### config.mk
export PLATFORM = sky130hd
export DESIGN_NAME = product_accumulator
export DESIGN_NICKNAME = d
export VERILOG_FILES = /design/src/rtl/product_accumulator.sv
export SDC_FILE = /design/constraint.sdc
export NUM_CORES = 1
export LEC_CHECK = 0
export ABC_CLOCK_PERIOD_IN_PS = 4550
export BUFFER_PORTS_ARGS = -buffer_cell sky130_fd_sc_hd__buf_2
export CORE_UTILIZATION = 50
export CTS_CLUSTER_SIZE = 16
export DETAILED_ROUTE_END_ITERATION = 8
export GPL_TIMING_DRIVEN = 0
export PLACE_DENSITY = 0.76
export REMOVE_ABC_BUFFERS = 1
export SLEW_MARGIN = 20
export SYNTH_ARGS = -nofsm -noshare
export SYNTH_HDL_FRONTEND = slang
export SYNTH_SLANG_ARGS = --single-unit
### constraint.sdc
create_clock -name i_clock -period 4.55 [get_ports i_clock]
set_clock_uncertainty 0.2 [all_clocks]
set_input_delay 0.2275 -clock i_clock [delete_from_list [all_inputs] [get_ports i_clock]]
set_output_delay 0.2275 -clock i_clock [all_outputs]
set_load 0.01 [all_outputs]
### src/rtl/product_accumulator.sv
// Sums batches of COUNT unsigned products from an upstream multiplier, then holds the
// result until the consumer acknowledges it. A product that arrives while a result is
// held is discarded and recorded in a sticky flag.
module product_accumulator #(
  parameter int unsigned BITS  = 4,
  parameter int unsigned COUNT = 4,
  parameter int unsigned GUARD = 2,
  localparam int unsigned PW   = 2 * BITS,
  localparam int unsigned SW   = 2 * BITS + GUARD,
  localparam int unsigned CW   = $clog2(COUNT + 1)
) (
  input  logic          i_clock,
  input  logic          i_reset,
  input  logic          i_valid,
  input  logic [PW-1:0] i_product,
  input  logic          i_ack,
  output logic [SW-1:0] o_sum,
  output logic [CW-1:0] o_count,
  output logic          o_done,
  output logic          o_overflow,
  output logic          o_dropped
);

  if (COUNT < 1) begin : g_bad_count
    $error("product_accumulator: COUNT must be at least 1");
  end

  typedef enum logic [0:0] {StAccum, StHold} state_e;

  state_e        state_q;
  logic [SW-1:0] sum_q;
  logic [CW-1:0] count_q;
  logic          overflow_q;
  logic          dropped_q;

  logic [SW-1:0] product_ext;
  logic [SW:0]   add_res;
  logic          last_product;

  // One extra bit captures the carry out of the modulo-2^SW sum.
  always_comb begin
    product_ext  = SW'(i_product);
    add_res      = {1'b0, sum_q} + {1'b0, product_ext};
    last_product = (count_q == CW'(COUNT - 1));
  end

  always_ff @(posedge i_clock) begin
    if (i_reset) begin
      state_q    <= StAccum;
      sum_q      <= '0;
      count_q    <= '0;
      overflow_q <= 1'b0;
      dropped_q  <= 1'b0;
    end else begin
      unique case (state_q)
        StAccum: begin
          if (i_valid) begin
            sum_q      <= add_res[SW-1:0];
            overflow_q <= overflow_q | add_res[SW];
            count_q    <= count_q + CW'(1);
            if (last_product) begin
              state_q <= StHold;
            end
          end
        end
        StHold: begin
          if (i_ack) begin
            overflow_q <= 1'b0;
            if (i_valid) begin
              // The ack frees the slot, so this product opens the next batch.
              sum_q   <= product_ext;
              count_q <= CW'(1);
              state_q <= (COUNT == 1) ? StHold : StAccum;
            end else begin
              sum_q   <= '0;
              count_q <= '0;
              state_q <= StAccum;
            end
          end else if (i_valid) begin
            dropped_q <= 1'b1;
          end
        end
        default: begin
          state_q <= StAccum;
        end
      endcase
    end
  end

  always_comb begin
    o_sum      = sum_q;
    o_count    = count_q;
    o_done     = (state_q == StHold);
    o_overflow = overflow_q;
    o_dropped  = dropped_q;
  end

endmodule

# Yosys cells after proc, flatten, opt, wreduce, memory -nomap -nowiden
# Cells that the tools add are included.
[classes]
muxes = 15
n_mul = 0
bitwise = 3
n_eq_ne = 3
shift = 0
n_lt_le_gt_ge = 0
add_sub_neg = 2
div_mod_pow = 0
reduce_logical = 2
[op_table]
columns = ["operator", "n"]
rows = [
  ["$mux 10", 2],
  ["$pmux 10 s2", 1],
  ["$add 10x8->11", 1],
  ["$mux 8", 1],
  ["$mux 1", 6],
  ["$mux 3", 2],
  ["$pmux 3 s2", 1],
  ["$ne 2x2->1 const B", 2],
  ["$pmux 1 s2", 2],
  ["$add 3x1->3 const B", 1],
  ["$eq 3x2->1 const B", 1],
  ["$reduce_and 3->1", 1],
  ["$not 1->1", 2],
  ["$reduce_and 2->1", 1],
  ["$or 1x1->1", 1],
]
[totals]
out_inout_bits = 16
mem_bits_rw = 0
elab_cells = 30
register_bits = 16
mem_count = 0
latchBits = 0
rom_bits = 0

# Logic depth before layout (Yosys ltp)
# Gate-level depths: netlist (run 1).
[logic_depth]
ltp_word = 4
depth_mapped = 6

# Worst setup path after synthesis (run 1)
# OpenSTA, ideal clock, no wires.
[synth_path]
path_kind = "register -> register"
startpoint = "reg sum_q[0] (netlist: o_sum[0])"
endpoint = "reg overflow_q (netlist: o_overflow)"
setup_slack_ps = 2477
n_path_buf = 0
period_less_slack_ps = 2073
t_required_ps = 4230
t_arrival_ps = 1753
stages_incl_launch_ff = 7
path_cell_list = "dfxtp_1 ha_1 fa_1 a21o_1 a221oi_2 nor3_1 o31a_1"
[synth_via]
elab_chain_len = 4
[synth_rtl]
columns = ["item", "line_no", "text"]
rows = [
  ["start: declaration", "31", "logic [SW-1:0] sum_q;"],
  ["start signal: assignment", "58", "sum_q <= add_res[SW-1:0];"],
  ["start signal: assignment", "71", "sum_q <= product_ext;"],
  ["$add 10x8->11", "43", "add_res = {1'b0, sum_q} + {1'b0, product_ext};"],
  ["$or 1x1->1", "59", "overflow_q <= overflow_q | add_res[SW];"],
  ["$mux 1", "57", "if (i_valid) begin"],
  ["$pmux 1 s2", "55", "unique case (state_q)"],
  ["end signal: assignment", "59", ""],
  ["end: declaration", "33", "logic overflow_q;"],
]
# No other way between the ends. The select of a mux whose other input is x is not followed.
# A chain may end at the register's enable or synchronous reset.

# Worst setup path after layout (run 1)
# Same ends and word-level chain as after synthesis.

==> flow_summary.toml, run 1 <==
[run_status]
status = "complete, no violations"

[pwr]
power.internal_w = 0.0002541
power_frac_seq_pct = 42.7
power_leakage_nw = 0.5953
switchingPower_w = 0.0001229
swShare_pct = 32.61
share_comb_of_total_power_pct = 31.5
ir_drop_mv = 0.1518
totalPowerFinal_w = 0.0003770
clkPwrFrac_pct = 25.8
power.density_mw_per_mm2 = 298.1

[grt]
grt_pass1_vias = 917
grt_usage_pct = 22.60
overflow = 0
antenna_found_initial = 0
grt_pass1_wl_mm = 4.140
grt_max_degree = 17

[clocking]
cts_resized = 0
clk_pin_slew_worst_paths_ns = 0.10
root_buffer = "clkbuf_4"
clock_sinks = 16
cts_tree = "built"
postCtsSetupBuffers = 0
holdBufCountCts = 0
worstSkewPairLatency_ns = 0.29
clockBufferDepth = 2
numCtsBuffers = 3
h-tree-depth = 1

[synth]
async_flop_share_pct = 0
syn_area_sq_mm = 0.001090
synthXorXnorAreaFrac_pct = 4.018
yosys_register_bits = 16
synth_top_family_by_area = "compound AO/OA/AOI/OAI gates"
synthCells = 128
yosys.area_share.adder_pct = 13.32
syn_avg_cell_area_sq_um = 8.514
synth-simple-area-share_pct = 19.06
ys_warn_count = 0
ys_seq_area_share_pct = 29.39
synth_top_flop_cell = "dfxtp_1"
synth_cell_types = 38
synth_mux_area_share_pct = 3.100
synth_compound_area_share_pct = 27.32
synth_edf_count = 0

[sta]
whs_ns = 0.08680
tightestPinTransition_ns = 0.6806
setup_slack_ns = 2.383
setup_tns_ns = 0
clock.fmax_ghz = 0.4616
min_period_over_period_pct = 47.62
slew_headroom_pct = 54.53
hold_viol_final = 0
finalSetupViolations = 0
rsz0062_at_grt = "no"
drv_slew = 0
post-route-min-period_ns = 2.167

[detailed_routing]
drt_iter0_markers = 17
routed_wl_mm = 2.437
drc = 0
drt-pass1-iter-count = 4
ant_nets = 0
vias = 1021
post_drt_wl_per_cell_um = 13.54
drt-vias-per-instance = 5.672

[place]
gp_congestion = 0.9276
pre_cts_slack_ns = 2.346
port_buffers = 27
postPlaceCellArea_sq_mm = 0.001229
dp_hpwl_mm = 1.783

[final_layout]
design_area_sq_mm = 0.001265
drive_above_1_share_pct = 24.18
mostFrequentLayoutCells = "buf_2, nand2_1, dfxtp_1"
layout.nets = 177
final_common_cell = "buf_2"
antenna-diode-count = 0
syn2layout_area_growth_pct = 16.07

[die]
coreArea_sq_mm = 0.002002
die_x_um = 48.69
rows = 16
ioPinCount = 28
die-area_sq_mm = 0.002370
fp.dieH_um = 48.69
initial_utilization_pct = 54.44

[critical_path]
cp-start-kind = "flop"
cp-end-kind = "flop"
cp_max_fo = 3
required_ns = 4.54
arrival_ns = 2.16
worstSetupPathType = "reg2reg"

[hold_path]
hp-class = "in2reg"

[run]
cap_violations = 0
final cells by class:
class / count / area (sq um)
Clock buffer: 4 / 36.28
Timing Repair Buffer: 27 / 135.1
Tap cell: 27 / 33.78
Sequential cell: 16 / 320.3
Multi-Input combinational cell: 103 / 728.2
Fill cell: 192 / 737.0
Inverter: 3 / 11.26
cell families (layout without fill, tap and decap cells):
logic type | after synthesis | count (layout)
AO/OA/AOI/OAI | 39 | 39
XOR/XNOR | 5 | 5
adder cells (fa/ha/maj) | 11 | 11
buffers and inverters | 9 | 34
flip-flops | 16 | 16
multiplexers | 3 | 3
AND/OR/NAND/NOR | 45 | 45
worst max-delay path, cell delays in order, from the launching register on:
cell      delay, ns
dfxtp_1        0.33
ha_1           0.21
fa_1           0.42
a21o_1         0.24
a221oi_2       0.30
nor3_1         0.10
o31a_1         0.27
Yosys cell counts (2+ instances only):
cell | count | area (sq um)
nand2_1 | 21 | 78.83
dfxtp_1 | 16 | 320.3
ha_1 | 10 | 125.1
a21oi_1 | 9 | 45.04
a22oi_1 | 9 | 67.56
nor2_1 | 8 | 30.03
a211oi_1 | 6 | 45.04
a21o_1 | 4 | 30.03
nand2b_1 | 4 | 25.02
buf_2 | 3 | 15.01
nor3_1 | 3 | 15.01
xnor2_1 | 3 | 26.28
and2_1 | 2 | 12.51
clkbuf_1 | 2 | 7.510
inv_1 | 2 | 7.510
mux2i_1 | 2 | 20.02
nand3_1 | 2 | 10.01
xor2_1 | 2 | 17.52
per-stage QoR:
step,std cells,utilization [%]
finish,180,63.19
global route,180,63.19
detailed placement,176,61.38
CTS,180,63.19
floorplan,122,-
global placement,176,61.38
final timing paths:
kind | slack, ns | cells past startpoint | to | startpoint
min | 0.09 | 2 | o_count[1] | i_reset
max | 2.38 | 6 | o_overflow | o_sum[0]
max reg2reg | 2.38 | 6 | o_overflow | o_sum[0]
min reg2reg | 0.28 | 2 | o_dropped | o_dropped
state kept, by name, indices dropped and copies added (netlist names):
name,count
o_sum,10
o_overflow,1
o_done,1
o_dropped,1
o_count,3
power by group through the flow:
stage	clock network (W)	logic, W	registers (W)
detailed placement	0	0.000119	0.000164
global route	0.000106	0.000133	0.000163
global placement	0	0.000116	0.000163
CTS	0.000101	0.000119	0.000161
finish	0.0000972	0.000119	0.000161
floorplan	0	0.0000789	0.000168
routing by layer:
metal / wire, um / vias to the layer above / global-route usage (%) / share of wire [%]
met3: 68 / 4 / 3.774 / 2.8
met5: 0 / - / 0 / 0
met2: 1160 / 19 / 37.04 / 48
met4: 31 / 0 / 7.353 / 1.3
li1: - / 519 / - / -
met1: 1175 / 479 / 30.02 / 48
No activity file was read; power rests on OpenSTA's default activity.
==> run 2: changes to the inputs <==
Settings changed: ABC_CLOCK_PERIOD_IN_PS 4550 to 1780, CORE_UTILIZATION 50 to 47, PLACE_DENSITY 0.76 to 0.75.
Clock period 4.55 ns to 1.78 ns, I/O delays scaled along.
==> run 2 against run 1 <==
  * The run now ends with setup timing left
  * Global-route usage up 1.6 points
  * Hold slack lost 0.053 ns
  * Flip-flop and latch count did not move
  * Die area grew 6.1%
  * Clock power grew to 2.6 times the previous value
  * Clock-buffer cell count is the same
  * Non-clock buffer count increased by 8
  * Utilization up 2.5 points
  * Sequential share of layout area fell by 2.7 points
  * Critical path type unchanged
==> flow_summary.toml, run 2 (synthesis gave the netlist of run 1 again) <==
[grt]
use_met1_pct = 30.22
grt_pass1_wl_mm = 4.650
grt_max_degree = 17
use_met3_pct = 3.030
gr-max-usage-layer = "met2"
overflow = 0
antenna_found_initial = 0
grt_usage_pct = 24.23
grt_pass1_vias = 1032
use_met2_pct = 40.00

[clocking]
h-tree-depth = 1
root_buffer = "clkbuf_4"
clockBufferDepth = 2
cts_tree = "built"
numCtsBuffers = 3
clk_pin_slew_worst_paths_ns = 0.11
clock_sinks = 16
worstSkewPairLatency_ns = 0.29

[critical_path]
cp_max_fo = 2
reg2reg_depth = 6
startpoint = "o_sum[0]"
r2r-start = "o_sum[0]"
arrival_ns = 1.98
cp-start-kind = "flop"
required_ns = 1.77
cp-end-kind = "flop"
worstSetupPathType = "reg2reg"

[sta]
setup_tns_ns = -0.6666
clock.fmax_ghz = 0.5042
setup_slack_ns = -0.2033
slew_headroom_pct = 57.40
post-route-min-period_ns = 1.983
tightestPinTransition_ns = 0.6377
finalSetupViolations = 5
min_period_over_period_pct = 111.4
drv_slew = 0
hold_viol_final = 0
rsz0062_at_grt = "yes"

[detailed_routing]
post_drt_wl_per_cell_um = 14.84
drt_iter0_markers = 32
routed_wl_mm = 2.805
drc = 0
drt-vias-per-instance = 5.783
vias = 1093
ant_nets = 0
drt-pass1-iter-count = 6

[run]
cap_violations = 0

[die]
die_x_um = 50.16
rows = 17
coreArea_sq_mm = 0.002191
ioPinCount = 28
initial_utilization_pct = 49.74
die-area_sq_mm = 0.002516
fp.dieH_um = 50.16

[final_layout]
fillers = 192
layout.nets = 185
mostFrequentLayoutCells = "buf_2, nand2_1, dfxtp_1"
final_common_cell = "buf_2"
syn2layout_area_growth_pct = 32.03
layout.cells.non_filler = 189
largest_reg_flops = 10
antenna-diode-count = 0
drive_above_1_share_pct = 37.27

[run_status]
status = "finished with violations"
violations = "setup timing"

[pwr]
ir_drop_mv = 0.4213
power.density_mw_per_mm2 = 738.4
power_leakage_nw = 0.6409

[hold_path]
min-delay-start = "i_product[0]"
hp-class = "in2reg"
whs_path_depth = 4

[place]
gp_congestion = 0.8696
port_buffers = 27
dp.cells = 177
dp_hpwl_mm = 1.785
==> run 2: cell count changes in the layout (fill, tap and decap cells not counted), moves of 2 or more <==
cell,previous run,this run
a21oi_1,9,7
dfxtp_2,0,4
ha_1,10,6
buf_4,0,7
ha_4,0,4
dfxtp_1,16,12
==> run 2: worst paths after layout <==
check / end / slack, ns
worst min register to register: o_dropped / 0.28
worst max-delay path: o_overflow / -0.20
worst max register to register: o_overflow / -0.20
worst min-delay path: o_sum[0] / 0.03
==> run 2: final cells by class <==
type                            instances  area, sq um  share of cell area [%]
Sequential cell                        16        325.3                   22.61
Clock buffer                            4        36.28                   2.522
Inverter                                3        11.26                  0.7826
Timing Repair Buffer                   35        197.7                   13.74
Tap cell                               28        35.03                   2.435
Multi-Input combinational cell        103        833.3                   57.91
==> run 2: per-layer routing <==
| metal | wire (um) | up-vias |
|---|---|---|
| met4 | 44 | 0 |
| met3 | 137 | 6 |
| met2 | 1421 | 35 |
| met5 | 0 | - |
| met1 | 1201 | 513 |
| li1 | - | 539 |
==> run 2: report_power, final <==
part / internal [W] / switching, W
clock: 0.000124 / 0.000127
sequential: 0.000388 / 0.0000295
combinational: 0.000193 / 0.000201
==> run 2: worst max-delay path: stages, from the launching register on <==
cell and delay [ns]:
dfxtp_2 0.35, ha_4 0.16, fa_2 0.34, a21o_1 0.21
a221oi_2 0.31, nor3_1 0.09, o31a_1 0.24
==> run 2: what timing repair did <==
action / in CTS / in global routing
resized for setup: 13 / 7
hold buffers: 1 / 0
pin swaps: 10 / 6
endpoints found under the hold margin: 12 / 0
buffers inserted: 5 / 2
endpoints found under the setup margin: 7 / 6
==> run 2: stage by stage <==
stage / hold WS, ns / setup WS [ns] / util (%) / total power (W) / cell area, sq um
after global placement: 0.2396 / -0.3590 / 56.14 / 0.0007120 / 1230
after floorplan: -0.04214 / -0.2926 / - / 0.0006308 / 1060
after detailed placement: 0.2438 / -0.4073 / 56.14 / 0.0007232 / 1230
after CTS: 0.02579 / -0.2290 / 63.05 / 0.001023 / 1381
after global routing: 0.06895 / -0.2533 / 65.68 / 0.001121 / 1439
final: 0.03372 / -0.2033 / 65.68 / 0.001063 / 1439
==> run 3: changes to the inputs <==
Settings changed: ABC_CLOCK_PERIOD_IN_PS 1780 to 1950, CORE_UTILIZATION 47 to 50, PLACE_DENSITY 0.75 to 0.76, SETUP_SLACK_MARGIN set to 0.2, SKIP_CTS_REPAIR_TIMING set to 1.
Clock period 1.78 ns to 1.95 ns, I/O delays scaled along.
==> run 3 against run 2 <==
  * The run still ends with setup timing left
  * Hold slack worse by 0.0045 ns
  * Register-to-register slack better by 0.11 ns
  * Global-route usage is 1.6 points lower
  * Combinational power is 21% lower
  * Power is 13% lower
  * Sequential share of layout area is 1.4 points higher
  * Non-clock buffer count is 5 lower
  * Maximum frequency is 3.0% lower
  * Wire length is 8.6% lower
  * Clock-buffer cell count stayed put
  * Flip-flop and latch count stayed put
  * Clock power is 8.8% lower
  * Critical endpoint is now o_sum[6]
  * Largest power group unchanged
==> flow_summary.toml, run 3 (synthesis gave the netlist of run 1 again) <==
[sta]
min_period_over_period_pct = 104.8
slew_headroom_pct = 52.04
setup_slack_ns = -0.09376
clock.fmax_ghz = 0.4893
drv_slew = 0
finalSetupViolations = 3
post-route-min-period_ns = 2.044
hold_viol_final = 0
whs_ns = 0.02926
rsz0062_at_grt = "yes"
tightestPinTransition_ns = 0.7179

[place]
dp_hpwl_mm = 1.783
postPlaceCellArea_sq_mm = 0.001229
dp.cells = 176
port_buffers = 27
gp_congestion = 0.9276

[pwr]
swShare_pct = 33.47
clkPwrFrac_pct = 24.9
power_frac_seq_pct = 41.0
power_leakage_nw = 0.6112
ir_drop_mv = 0.3601
switchingPower_w = 0.0003078
share_comb_of_total_power_pct = 34.1
power.internal_w = 0.0006117
totalPowerFinal_w = 0.0009194
power.density_mw_per_mm2 = 684.2

[critical_path]
cp-start-kind = "flop"
r2r-start = "o_sum[0]"
timing.rr.end = "o_sum[6]"
cp_max_fo = 3
regToRegSetupSlack_ns = -0.09
worstSetupPathType = "reg2reg"
cp-end-kind = "flop"
reg2reg_depth = 6
required_ns = 1.91
arrival_ns = 2.00

[grt]
grt_pass1_vias = 917
antenna_found_initial = 0
grt_max_degree = 17
grt_usage_pct = 22.60
grt_pass1_wl_mm = 4.140
overflow = 0

[clocking]
clockBufferDepth = 2
root_buffer = "clkbuf_4"
numCtsBuffers = 3
clk_pin_slew_worst_paths_ns = 0.10
cts_tree = "built"
h-tree-depth = 1
worstSkewPairLatency_ns = 0.29
clock_sinks = 16

[detailed_routing]
drt-vias-per-instance = 5.754
post_drt_wl_per_cell_um = 14.01
vias = 1053
drc = 0
drt_iter0_markers = 19
ant_nets = 0
routed_wl_mm = 2.564
drt-pass1-iter-count = 4

[final_layout]
fillers = 176
syn2layout_area_growth_pct = 23.31
antenna-diode-count = 0
register_area_sq_um = 322.8
final_common_cell = "buf_2"
design_area_sq_mm = 0.001344
layout.cells.non_filler = 183
largest_reg_flops = 10
multi_input_area_sq_um = 779.5
final_util_pct = 67.13
mostFrequentLayoutCells = "buf_2, nand2_1, dfxtp_1"
drive_above_1_share_pct = 30.77
layout.nets = 180

[run]
cap_violations = 0

[hold_path]
whs_path_depth = 4
min-delay-start = "i_product[0]"
hold_path_end = "o_sum[0]"
hp-class = "in2reg"

[run_status]
violations = "setup timing"
status = "finished with violations"

[die]
die_x_um = 48.69
rows = 16
ioPinCount = 28
initial_utilization_pct = 54.44
fp.dieH_um = 48.69
die-area_sq_mm = 0.002370
coreArea_sq_mm = 0.002002
## run 3: cell count changes in the layout (fill, tap and decap cells not counted), moves of 2 or more
cell	previous run	this run
ha_4	4	1
buf_4	7	2
ha_1	6	8
dfxtp_2	4	2
a21oi_1	7	9
dfxtp_1	12	14
## run 3: metal layers
metal / GRT usage [%] / wire [um]
met1: 30.02 / 1210
met5: 0 / 0
met2: 37.04 / 1240
met3: 3.774 / 81
met4: 7.353 / 31
## run 3: final cells by class
type                            instances  share of cell area (%)
Multi-Input combinational cell        103                   58.01
Sequential cell                        16                   24.02
Timing Repair Buffer                   30                   11.92
Clock buffer                            4                   2.700
Tap cell                               27                   2.514
Inverter                                3                  0.8380
## run 3: worst max path at each step
stage	slack (ns)	from	end	depth (start not counted)
3_5_place_dp	-0.21	o_sum[0]	o_overflow	6
4_1_cts	-0.22	o_sum[0]	o_overflow	6
5_1_grt	-0.14	o_sum[0]	o_sum[6]	6
3_3_place_gp	-0.19	o_sum[0]	o_overflow	6
2_1_floorplan	-0.12	o_sum[0]	o_overflow	6
6_report	-0.09	o_sum[0]	o_sum[6]	6
## run 3: critical path: stages, from the launching register on
cell and delay [ns]:
dfxtp_2 0.35, ha_4 0.17, fa_2 0.39, a21o_1 0.23, a221oi_4 0.31, xor2_1 0.18
a211oi_1 0.08
## run 3: power groups by stage
| stage | sequential [W] | combinational [W] | clock (W) |
|---|---|---|---|
| 3_5_place_dp | 0.000383 | 0.000277 | 0 |
| 2_1_floorplan | 0.000392 | 0.000184 | 0 |
| 5_1_grt | 0.000382 | 0.000346 | 0.000248 |
| 4_1_cts | 0.000375 | 0.000279 | 0.000235 |
| 3_3_place_gp | 0.000380 | 0.000271 | 0 |
| 6_report | 0.000377 | 0.000313 | 0.000229 |
## run 3: per-stage QoR
| step | setup TNS, ns | setup WS [ns] |
|---|---|---|
| after floorplan | -0.1590 | -0.1226 |
| after global placement | -0.3301 | -0.1913 |
| after detailed placement | -0.3853 | -0.2093 |
| after CTS | -0.4726 | -0.2210 |
| after global routing | -0.4989 | -0.1404 |
| final | -0.2504 | -0.09376 |
